**src/rtl/apb_master_nslv.sv**
```systemverilog
// apb_master_nslv: APB3 master bridging a transfer/ready CPU data bus to NUM_SLV APB slaves.
// One CPU request is latched in IDLE. The slave index comes from the address, and the bridge
// runs the SETUP and ACCESS phases. It returns registered rdata/ready/error. Out-of-window
// addresses complete with an error and cause no APB activity.
//
// Ports
//   PCLK, PRESET              clock (rising edge), asynchronous active-low reset
//   transfer/write/addr/wdata CPU request, sampled only in IDLE
//   rdata/ready/error         CPU response; ready and error are one-cycle pulses
//   PADDR/PWRITE/PWDATA       APB request fields, held between transfers
//   PSEL/PENABLE              one-hot slave select and enable
//   PRDATA/PREADY/PSLVERR     per-slave responses; only the selected slave is observed
//
// Optional feature: define APB_TIMEOUT_EN to abort an ACCESS phase after TIMEOUT_CYC stalled cycles.
module apb_master_nslv #(
  parameter int unsigned          ADDR_W      = 32,
  parameter int unsigned          DATA_W      = 32,
  parameter int unsigned          NUM_SLV     = 4,
  parameter logic [ADDR_W-1:0]    BASE_ADDR   = ADDR_W'(32'h1000_0000),
  parameter int unsigned          SLV_AW      = 12,
  parameter int unsigned          TIMEOUT_CYC = 255
) (
  input  logic                        PCLK,
  input  logic                        PRESET,
  input  logic                        transfer,
  input  logic                        write,
  input  logic [ADDR_W-1:0]           addr,
  input  logic [DATA_W-1:0]           wdata,
  output logic [DATA_W-1:0]           rdata,
  output logic                        ready,
  output logic                        error,
  output logic [ADDR_W-1:0]           PADDR,
  output logic                        PWRITE,
  output logic [DATA_W-1:0]           PWDATA,
  output logic                        PENABLE,
  output logic [NUM_SLV-1:0]          PSEL,
  input  logic [NUM_SLV*DATA_W-1:0]   PRDATA,
  input  logic [NUM_SLV-1:0]          PREADY,
  input  logic [NUM_SLV-1:0]          PSLVERR
);

  localparam int unsigned IDX_W = (NUM_SLV > 1) ? $clog2(NUM_SLV) : 1;

  // Elaboration-time parameter sanity check
  if (NUM_SLV < 1 || NUM_SLV > 16 || TIMEOUT_CYC < 1) begin : g_param_chk
    $error("apb_master_nslv: illegal NUM_SLV or TIMEOUT_CYC");
  end

  typedef enum logic [1:0] {
    S_IDLE   = 2'd0,
    S_SETUP  = 2'd1,
    S_ACCESS = 2'd2,
    S_DECERR = 2'd3
  } state_e;

  state_e              state_q, state_d;
  logic [IDX_W-1:0]    idx_q, idx_d;
  logic [ADDR_W-1:0]   paddr_q, paddr_d;
  logic                pwrite_q, pwrite_d;
  logic [DATA_W-1:0]   pwdata_q, pwdata_d;
  logic                penable_q, penable_d;
  logic [NUM_SLV-1:0]  psel_q, psel_d;
  logic [DATA_W-1:0]   rdata_q, rdata_d;
  logic                ready_q, ready_d;
  logic                error_q, error_d;

`ifdef APB_TIMEOUT_EN
  localparam int unsigned CNT_W = $clog2(TIMEOUT_CYC + 1);
  logic [CNT_W-1:0]    cnt_q, cnt_d, cnt_inc_c;
  assign cnt_inc_c = cnt_q + 1'b1;
`endif

  // Address decode: unsigned offset from the window base, index compared at full width
  logic [ADDR_W-1:0]   off_c, idx_full_c;
  logic                in_win_c;
  logic [IDX_W-1:0]    idx_new_c;

  assign off_c      = addr - BASE_ADDR;
  assign idx_full_c = off_c >> SLV_AW;
  assign in_win_c   = (addr >= BASE_ADDR) && (idx_full_c < ADDR_W'(NUM_SLV));
  assign idx_new_c  = IDX_W'(idx_full_c);

  // Response of the currently addressed slave
  logic                sel_ready_c, sel_err_c;
  logic [DATA_W-1:0]   sel_rdata_c;

  assign sel_ready_c = PREADY[idx_q];
  assign sel_err_c   = PSLVERR[idx_q];
  assign sel_rdata_c = PRDATA[int'(idx_q)*DATA_W +: DATA_W];

  // Next-state and next-output logic
  always_comb begin
    state_d   = state_q;
    idx_d     = idx_q;
    paddr_d   = paddr_q;
    pwrite_d  = pwrite_q;
    pwdata_d  = pwdata_q;
    penable_d = penable_q;
    psel_d    = psel_q;
    rdata_d   = rdata_q;
    ready_d   = 1'b0;
    error_d   = 1'b0;
`ifdef APB_TIMEOUT_EN
    cnt_d     = cnt_q;
`endif
    case (state_q)
      S_IDLE: begin
        if (transfer) begin
          paddr_d  = addr;
          pwrite_d = write;
          pwdata_d = wdata;
          if (in_win_c) begin
            idx_d   = idx_new_c;
            psel_d  = NUM_SLV'(1) << idx_new_c;
            state_d = S_SETUP;
`ifdef APB_TIMEOUT_EN
            cnt_d   = '0;
`endif
          end else begin
            state_d = S_DECERR;
          end
        end
      end
      S_SETUP: begin
        penable_d = 1'b1;
        state_d   = S_ACCESS;
      end
      S_ACCESS: begin
        if (sel_ready_c) begin
          ready_d   = 1'b1;
          error_d   = sel_err_c;
          if (!pwrite_q) rdata_d = sel_rdata_c;
          psel_d    = '0;
          penable_d = 1'b0;
          state_d   = S_IDLE;
        end
`ifdef APB_TIMEOUT_EN
        else begin
          cnt_d = cnt_inc_c;
          // Stalled for TIMEOUT_CYC access cycles: abandon the transfer
          if (cnt_inc_c == CNT_W'(TIMEOUT_CYC)) begin
            ready_d   = 1'b1;
            error_d   = 1'b1;
            rdata_d   = '0;
            psel_d    = '0;
            penable_d = 1'b0;
            state_d   = S_IDLE;
          end
        end
`endif
      end
      S_DECERR: begin
        ready_d = 1'b1;
        error_d = 1'b1;
        rdata_d = '0;
        state_d = S_IDLE;
      end
      default: state_d = S_IDLE;
    endcase
  end

  // State and output registers
  always_ff @(posedge PCLK or negedge PRESET) begin
    if (!PRESET) begin
      state_q   <= S_IDLE;
      idx_q     <= '0;
      paddr_q   <= '0;
      pwrite_q  <= 1'b0;
      pwdata_q  <= '0;
      penable_q <= 1'b0;
      psel_q    <= '0;
      rdata_q   <= '0;
      ready_q   <= 1'b0;
      error_q   <= 1'b0;
`ifdef APB_TIMEOUT_EN
      cnt_q     <= '0;
`endif
    end else begin
      state_q   <= state_d;
      idx_q     <= idx_d;
      paddr_q   <= paddr_d;
      pwrite_q  <= pwrite_d;
      pwdata_q  <= pwdata_d;
      penable_q <= penable_d;
      psel_q    <= psel_d;
      rdata_q   <= rdata_d;
      ready_q   <= ready_d;
      error_q   <= error_d;
`ifdef APB_TIMEOUT_EN
      cnt_q     <= cnt_d;
`endif
    end
  end

  assign rdata   = rdata_q;
  assign ready   = ready_q;
  assign error   = error_q;
  assign PADDR   = paddr_q;
  assign PWRITE  = pwrite_q;
  assign PWDATA  = pwdata_q;
  assign PENABLE = penable_q;
  assign PSEL    = psel_q;

endmodule

```
**config.mk**
```make
export PLATFORM = sky130hd
export DESIGN_NAME = apb_master_nslv
export DESIGN_NICKNAME = d
export VERILOG_FILES = /design/src/rtl/apb_master_nslv.sv
export SDC_FILE = /design/constraint.sdc
export NUM_CORES = 1
export LEC_CHECK = 0
export ABC_CLOCK_PERIOD_IN_PS = 2100
export CAP_MARGIN = 20
export CORE_MARGIN = 2
export CORE_UTILIZATION = 38
export CTS_BUF_LIST = sky130_fd_sc_hd__clkbuf_8
export DETAILED_ROUTE_END_ITERATION = 6
export PLACE_DENSITY = 0.85
export RECOVER_POWER = 25
export REMOVE_ABC_BUFFERS = 1
export SLEW_MARGIN = 10
export SYNTH_ARGS = -nofsm -noshare
export SYNTH_HDL_FRONTEND = slang
export SYNTH_SLANG_ARGS = --single-unit
```
**constraint.sdc**
```tcl
create_clock -name PCLK -period 2.1 [get_ports PCLK]
set_input_delay 0.63 -clock PCLK [delete_from_list [all_inputs] [get_ports PCLK]]
set_output_delay 0.63 -clock PCLK [all_outputs]
set_load 0.02 [all_outputs]
```
==> results_tabular.tex <==
\begin{tabular}{lr}
\hline
Metric & Value \\
\hline
\multicolumn{2}{l}{\textbf{STA}} \\
Number of hold violations in the final report & 0 \\
Min Tclk post-route & 2.06 ns \\
Least setup slack across all paths after layout & 0.0445 ns \\
Transition time at the pin with the least slew margin & roughly 0.89 ns \\
Max Clock Freq & approximately 490 MHz \\
Final number of setup-violating endpoints & 0 \\
Sum of negative setup slack & 0 ns \\
Final cycle utilization of the critical path & between 90\% and 100\% \\
Unrepaired setup endpoints after global routing & true \\
Setup skew after layout & roughly 0.011 ns \\
Slew HR & between 40\% and 50\% \\
Number of pins exceeding their max-slew limit in the final report & 0 \\
\multicolumn{2}{l}{\textbf{Worst setup path}} \\
Setup crit end kind & register \\
Setup crit start kind & primary input \\
Worst r2r dst & rdata[22]\$\_DFFE\_PN0P\_ \\
Critical Path Fanout Max & 4 \\
Start point of the critical path & addr[15] \\
Worst flop-to-flop path startpoint & idx\_q[0]\$\_DFFE\_PN0P\_ \\
Crit Path Category & primary input to register \\
Worst Setup EP & PSEL[3]\$\_DFFE\_PN0P\_ \\
CP required & about 2.4 ns \\
Setup slack, reg-to-reg & between 0.3 and 0.4 ns \\
Cells on worst reg2reg path & 5 \\
Arrival time reported for the critical path endpoint & approximately 2.3 ns \\
\multicolumn{2}{l}{\textbf{Drt}} \\
Total detailed-routing wirelength & 15800 um \\
Violation count after the first detailed-route iteration & between 100 and 150 \\
DR vias & around 4300 \\
Average wire per standard cell & between 15 and 20 um \\
ANT nets after route & 0 \\
Post-route DRC violation count & 0 \\
Number of iterations in the first detailed-routing pass & 4 \\
Number of vias per cell & 4.96 \\
\multicolumn{2}{l}{\textbf{Clock tree}} \\
\# clock sinks & 108 \\
CTS tree & built \\
Worst-case clock buffer depth & 2 \\
Clock-pin slew of the registers on the worst-case setup and hold paths & $\sim$0.11 ns \\
Post-CTS Hold Fix Bufs & 0 \\
Clock buffers created by TritonCTS & 9 \\
Clock Root Buffer & sky130\_fd\_sc\_hd\_\_clkbuf\_8 \\
Htree depth & 3 \\
Clock insertion delay at the later pin of the skew report & approximately 0.36 ns \\
Count of buffers added by post-CTS timing repair for setup & 0 \\
\multicolumn{2}{l}{\textbf{Die}} \\
Boundary pin count & slightly above 300 \\
Area of the core & about 13000 um\^{}2 \\
Vert. Die Dim & approximately 120 um \\
Area enclosed by the die boundary & about 14000 um\^{}2 \\
Count of standard-cell rows & just over 40 \\
Effective utilization at floorplan & 39.3\% \\
Die boundary width & around 120 um \\
\multicolumn{2}{l}{\textbf{Final layout}} \\
Number of nets in the final layout & between 800 and 900 \\
Most frequent standard cell in the layout excluding fill and tap cells & sky130\_fd\_sc\_hd\_\_clkdlybuf4s50\_1 \\
Proportion of layout cells with a drive suffix above 1 & roughly a fifth \\
Commonest cells after routing, fill and taps aside & sky130\_fd\_sc\_hd\_\_clkdlybuf4s50\_1 (299), sky130\_fd\_sc\_hd\_\_dfrtp\_1 (107), sky130\_fd\_sc\_hd\_\_nand2\_1 (70) \\
Final standard cell area without fillers & roughly 8600 um\^{}2 \\
Synthesis-to-layout area growth & 71.9\% \\
\multicolumn{2}{l}{\textbf{Pwr}} \\
Static Leakage & 0.00339 uW \\
Power density over cell area & $\sim$1200 nW/um\^{}2 \\
Total power & $\sim$10000 uW \\
Worst voltage drop across the vdd grid & 0.470 mV \\
\multicolumn{2}{l}{\textbf{Outcome}} \\
Result of the run & completed \\
\multicolumn{2}{l}{\textbf{Place}} \\
Last weighted congestion value of the routability-driven placer & 0.864 \\
Area after detailed placement & approximately 8400 um\^{}2 \\
Post-place setup slack & -0.706 ns \\
Port Buf Inserts & around 310 \\
Post-DP HPWL & between 10000 and 15000 um \\
\multicolumn{2}{l}{\textbf{Logic synthesis}} \\
Sequential element share of the synthesized area & 54.0\% \\
Gate count of the mapped netlist & 369 \\
Synth async-reset ratio & 100\% \\
EDFF count, synth & 0 \\
Ys flop type & sky130\_fd\_sc\_hd\_\_dfrtp\_1 \\
Synth Warn \# & 0 \\
Post-synthesis cell type count & 28 \\
Flops \& latches, synth & 108 \\
Summed instance area of the synthesized netlist & approximately 5000 um\^{}2 \\
Post-synthesis average cell area & between 10 and 15 um\^{}2 \\
\multicolumn{2}{l}{\textbf{Global route}} \\
First-pass GRT wire length & between 20000 and 25000 um \\
Maximum number of pins on one net before global-route repair & 36 \\
Vias in the first global route & around 4600 \\
Total routing resource utilization after global routing & 22.7\% \\
Antenna violations before repair & 2 \\
Total congestion overflow after global routing & 0 \\
\multicolumn{2}{l}{\textbf{Job}} \\
Number of max-cap violations & 0 \\
\multicolumn{2}{l}{\textbf{Hold path}} \\
Min-Delay Path Class & primary input to async pin \\
\hline
\end{tabular}
## area by class of cell
class | instances | area [um^2]
inverters | 2 | 7.51
well taps | 172 | 215
repair buffers | 325 | 3280
clock inverters | 6 | 46.3
fillers | 949 | 4120
multi-input cells | 234 | 2210
flip-flops and latches | 108 | 2700
diodes | 2 | 5.00
clock buffers | 10 | 138
## cell families (layout without fill, tap and decap cells)
family          count (synthesis)  count (layout)  synth area share, %
other cells                     0               2                    0
flops                         108             108                 54.0
compound gates                 35              35                 3.50
mux                           105             105                 31.3
simple gates                   94              94                 8.70
buf+inv                        27             343                 2.47
## critical path: stages
cell and delay [ns]:
sky130_fd_sc_hd__clkdlybuf4s50_1 0.42, sky130_fd_sc_hd__or4_4 0.55, sky130_fd_sc_hd__nor4_4 0.33, sky130_fd_sc_hd__buf_4 0.21
sky130_fd_sc_hd__mux2i_1 0.19
## what timing repair did
item / in CTS / in global routing
setup endpoints to repair: 7 / 5
pin swaps: 2 / 2
resized for setup: 10 / 3
## worst min path at each step
stage               slack, ns                  start  cells after the start                     to
floorplan                0.33                 PRESET                      0   PADDR[0]$_DFFE_PN0P_
global placement         0.49  PWDATA[5]$_DFFE_PN0P_                      1  PWDATA[5]$_DFFE_PN0P_
detailed placement       0.49   PADDR[8]$_DFFE_PN0P_                      1   PADDR[8]$_DFFE_PN0P_
CTS                      0.20                 PRESET                      1  PWDATA[4]$_DFFE_PN0P_
global route             0.38                 PRESET                      1  PWDATA[4]$_DFFE_PN0P_
finish                   0.33                 PRESET                      1  PWDATA[4]$_DFFE_PN0P_
## per-stage QoR
| step | utilization [%] | hold slack, ns | instances |
|---|---|---|---|
| floorplan | - | 0.334 | 344 |
| global placement | 66.2 | 0.488 | 841 |
| detailed placement | 66.2 | 0.494 | 841 |
| CTS | 67.8 | 0.201 | 857 |
| global route | 67.6 | 0.383 | 859 |
| finish | 67.6 | 0.333 | 859 |
## registers in the layout, indices dropped and copies added, names as in the netlist
name / count
PWDATA: 32
state_q: 2
PENABLE: 1
PWRITE: 1
idx_q: 2
rdata: 32
ready: 1
PADDR: 32
error: 1
PSEL: 4
## Yosys cell counts (all sizes together) (2+ instances only)
cell type	instances	area [um^2]
nor4	2	27.5
buf	15	77.6
dfrtp	108	2700
nand2	70	263
mux2i	4	40.0
nor3	4	20.0
inv	2	7.50
a21oi	34	170
nand2b	2	12.5
or3	2	12.5
clkbuf	10	38.8
nand3b	2	15.0
nor3b	2	25.0
mux2	67	762
nor2	4	15.0
mux4	34	766
## per-layer routing
layer	GRT usage, %	vias to the layer above	share of wire, %	wire length, um
met5	0	-	0	0
met4	11.6	0	3.8	604
met3	6.32	36	8.5	1350
met2	41.2	218	53	8380
met1	23.8	2049	35	5490
li1	-	1955	-	-
## report_power, final
part	switching, uW	leakage, uW	internal (uW)
Clock	720	0.0000897	475
Sequential	503	0.00132	2980
Combinational	2430	0.00198	2780
Total	3660	0.00339	6240
Power figures use the tool's default switching activity.
